## config.mk

```make
export PLATFORM = sky130hd
export DESIGN_NAME = tt_settle_timer
export DESIGN_NICKNAME = d
export VERILOG_FILES = /design/src/rtl/tt_settle_timer.sv
export SDC_FILE = /design/constraint.sdc
export NUM_CORES = 1
export LEC_CHECK = 0
export CORE_AREA = 2 2 39 41
export DETAILED_ROUTE_END_ITERATION = 6
export DIE_AREA = 0 0 41 43
export GPL_TIMING_DRIVEN = 0
export MAX_ROUTING_LAYER = met4
export PLACE_DENSITY = 0.33
export SLEW_MARGIN = 10
export SYNTH_ARGS = -nofsm -noshare
export SYNTH_HDL_FRONTEND = slang
export SYNTH_SLANG_ARGS = --single-unit
export TNS_END_PERCENT = 1
```

## constraint.sdc

```tcl
create_clock -name clk -period 1.1 [get_ports clk]
set_input_delay 0.22 -clock clk [delete_from_list [all_inputs] [get_ports clk]]
set_output_delay 0.22 -clock clk [all_outputs]
set_load 0.005 [all_outputs]
```

## src/rtl/tt_settle_timer.sv

```systemverilog
// Per-vector settle counter: counts 0..SETTLE_CYCLES-1 while enabled and
// flags the last cycle so the top can sample the DUT output on that edge.
module tt_settle_timer #(
    parameter int SETTLE_CYCLES = 4
) (
    input  logic clk,
    input  logic rst,
    input  logic clear,
    input  logic enable,
    output logic expire
);

    localparam int CNT_W = $clog2(SETTLE_CYCLES + 1);
    localparam logic [CNT_W-1:0] LAST = CNT_W'(SETTLE_CYCLES - 1);

    generate
        if (SETTLE_CYCLES < 1) begin : g_bad_settle
            $error("tt_settle_timer: SETTLE_CYCLES must be at least 1");
        end
    endgenerate

    logic [CNT_W-1:0] count_q;
    logic [CNT_W-1:0] count_d;

    assign expire = enable && (count_q == LAST);

    // Next count: restart on clear, wrap to zero after the last settle cycle.
    always_comb begin
        count_d = count_q;
        if (clear) begin
            count_d = '0;
        end else if (enable) begin
            if (count_q == LAST) begin
                count_d = '0;
            end else begin
                count_d = count_q + CNT_W'(1);
            end
        end
    end

    // Counter register with synchronous reset.
    always_ff @(posedge clk) begin
        if (rst) begin
            count_q <= '0;
        end else begin
            count_q <= count_d;
        end
    end

endmodule

```

==> results.cfg <==
[min_path]
whs_path_depth = 1
hold_path_end = count_q[2]
hold_path_startpoint = count_q[2]
hold_path.class = reg -> reg

[placement]
gp_congestion = 0.507
hpwl_um = 190
io_buffers = 4

[timing]
fmax_mhz = 853
rsz0062_at_grt = yes
relSlewSlack_pct = 85.2
tightestPinTransition_ps = 223
setup_ws_ps = -72.1
setup_viol = 1
fin_crit_ps = 1170
hold_viol = 0
hold_ws_ps = 512
skew_ps = 0.213
drv_slew = 0
fin_setup_tns_ps = -72.1
min_period_over_period_pct = 107

[clock_tree]
htree_levels = 1
cts_hold_repair.buffers = 0
clock_sinks = 3
path_clk_slew_ps = 30
cts_tree = done
root_buffer = clkbuf_4
cts_made_buffers = 3
clock_path_buffers = 2
insertion_delay_ps = 230

[finish]
syn_to_final_growth_pct = 88.7
largest_reg_flops = 3
drive_gt1_share_pct = 43.5
registers.top_by_ff_count = count_q
reg_top3 = count_q x3
diodes = 0
fin_util_pct = 18.1
nets = 29

[synthesis]
syn_avg_cell_area_um2 = 9.47
synth_cell_types = 10
ys_warn_count = 0
ys_ff_latch = 3
synth_area_leader_cell = dfxtp_1
synth_area_leaders = dfxtp_1 (45%), ha_1 (9.4%), nor2b_1 (9.4%), mux2i_1 (7.5%), nor2_1 (5.7%)
postSynthCellCount = 14
synth_nets = 19
synth_top_area_share_pct = 45.3
synth.yosys.seq_area_share_pct = 45.3
synth.cell_area_um2 = 133

[setup_path]
crit_chain = ha_4 -> nand2_4 -> nor2_2 -> buf_2
critPathRequiredTime_ps = 880
r2r-start = count_q[0]
end_kind = output port
cp_max_fo = 3
startpoint_type = register
slowest_delay_ps = 350
cp.arrival_ps = 950
worstSetupPathType = reg -> out
crit_slowest_cell = dfxtp_4
rr_endpoint = count_q[0]
reg2regPathDepth = 4
reg2reg_slack_ps = 110

[run_status]
failed_checks = negative setup slack
status = finished with violations

[die]
rows = 14
initial_core_util_pct = 9.58
design.die.area_um2 = 1760
fp.dieH_um = 43
io_pins = 5
core-area_um2 = 1380
die-width_um = 41

[route]
avgViaCountPerCell = 3.13
wl_um = 295
drtIter0Drc = 0
vias = 122
firstDrtPassIters = 1
wl_per_cell_um = 7.56
remaining_drc_errors = 0
ant_nets = 0

[power_and_ir_drop]
power_uw = 322
p_sw_uw = 63.1
switching_share_pct = 19.6
p_int_uw = 259
p_seq_share_pct = 34.5
p_clk_share_pct = 58.2
p_per_area_nw_per_um2 = 1290
leakage_uw = 0.000110
ir_drop_uv = 579
pwr-share-comb_pct = 7.3

[global_route]
gr-usage-all-layers_pct = 5.76
grt_max_degree = 5
grt_pass1_vias = 141
grt_pass1_wl_um = 565
antenna_found_initial = 0
globalRouteOverflowTotal = 0

[run]
max_cap_viol_count = 0
cell families (layout without fill, tap and decap cells):
family | count (synthesis) | after routing | share of synthesized area [%]
flops | 3 | 3 | 45.3
simple gates | 8 | 8 | 32.1
mux | 1 | 1 | 7.55
compound gates | 1 | 1 | 5.66
buf+inv | 0 | 9 | 0
fa+ha+maj | 1 | 1 | 9.43
cell usage in the layout (no fill, tap or decap):
cell type	synthesis	final
nor2b_1	2	2
ha_4	0	1
clkbuf_1	0	1
nand2_4	0	1
mux2i_1	1	1
o21a_1	1	1
dfxtp_1	3	1
dfxtp_4	0	2
clkbuf_4	0	3
buf_2	0	1
nor3b_1	1	1
and3_1	1	1
nor2_2	0	1
nor3_1	1	1
nor2_1	2	1
clkdlybuf4s50_1	0	2
buf_4	0	1
dlygate4sd2_1	0	1
cell type report:
class | instances | area [µm²]
Sequential cell | 3 | 67.6
Multi-Input combinational cell | 11 | 95.1
Clock buffer | 4 | 26.3
Timing Repair Buffer | 5 | 41.3
Tap cell | 16 | 20.0
Fill cell | 161 | 1130
per-stage QoR:
step / setup WS (ps) / area (µm²) / std cells
2_1_floorplan: 144 / 133 / 14
3_3_place_gp: -540 / 193 / 34
3_5_place_dp: -579 / 193 / 34
4_1_cts: -103 / 230 / 38
5_1_grt: -145 / 250 / 39
6_report: -72.1 / 250 / 39
worst max-delay path by stage:
| stage | start | endpoint | slack (ps) | depth (start not counted) |
|---|---|---|---|---|
| 2_1_floorplan | count_q[0] | count_q[0] | 140 | 4 |
| 3_3_place_gp | enable | expire | -540 | 4 |
| 3_5_place_dp | enable | expire | -580 | 4 |
| 4_1_cts | count_q[1] | expire | -100 | 4 |
| 5_1_grt | count_q[0] | expire | -150 | 4 |
| 6_report | count_q[0] | expire | -70 | 4 |
layer usage:
layer | share of wire (%) | up-vias | wire [µm] | track usage (%)
met2 | 38 | 5 | 112 | 7.19
met3 | 13 | 0 | 37 | 7.85
met4 | 0 | 0 | 0 | 2.00
met1 | 49 | 52 | 145 | 4.81
met5 | 0 | - | 0 | -
li1 | - | 65 | - | -
critical path, delay by kind of cell (launching register included):
kind,cells,cell delay [ps]
fa+ha+maj,1,140
buf+inv,1,110
flops,1,350
simple gates,2,120
synthesized netlist by cell type:
master and n:
nor2_1 2, ha_1 1, nor2b_1 2, mux2i_1 1, and3_1 1, nor3_1 1, dfxtp_1 3, nand2_1 1
nor3b_1 1, o21a_1 1
power by group through the flow:
stage / clock network (µW) / logic (µW) / registers (µW)
final: 187 / 23.5 / 111
after global placement: 0 / 21.6 / 115
after CTS: 199 / 22.2 / 115
after floorplan: 0 / 7.88 / 114
after detailed placement: 0 / 22.3 / 115
after global routing: 216 / 26.6 / 111
what timing repair did:
item / in CTS / in global routing
setup buffers: 0 / 1
resized for setup: 10 / 4
pin swaps: 2 / 2
endpoints found under the setup margin: 1 / 1
Power figures use the tool's default switching activity.
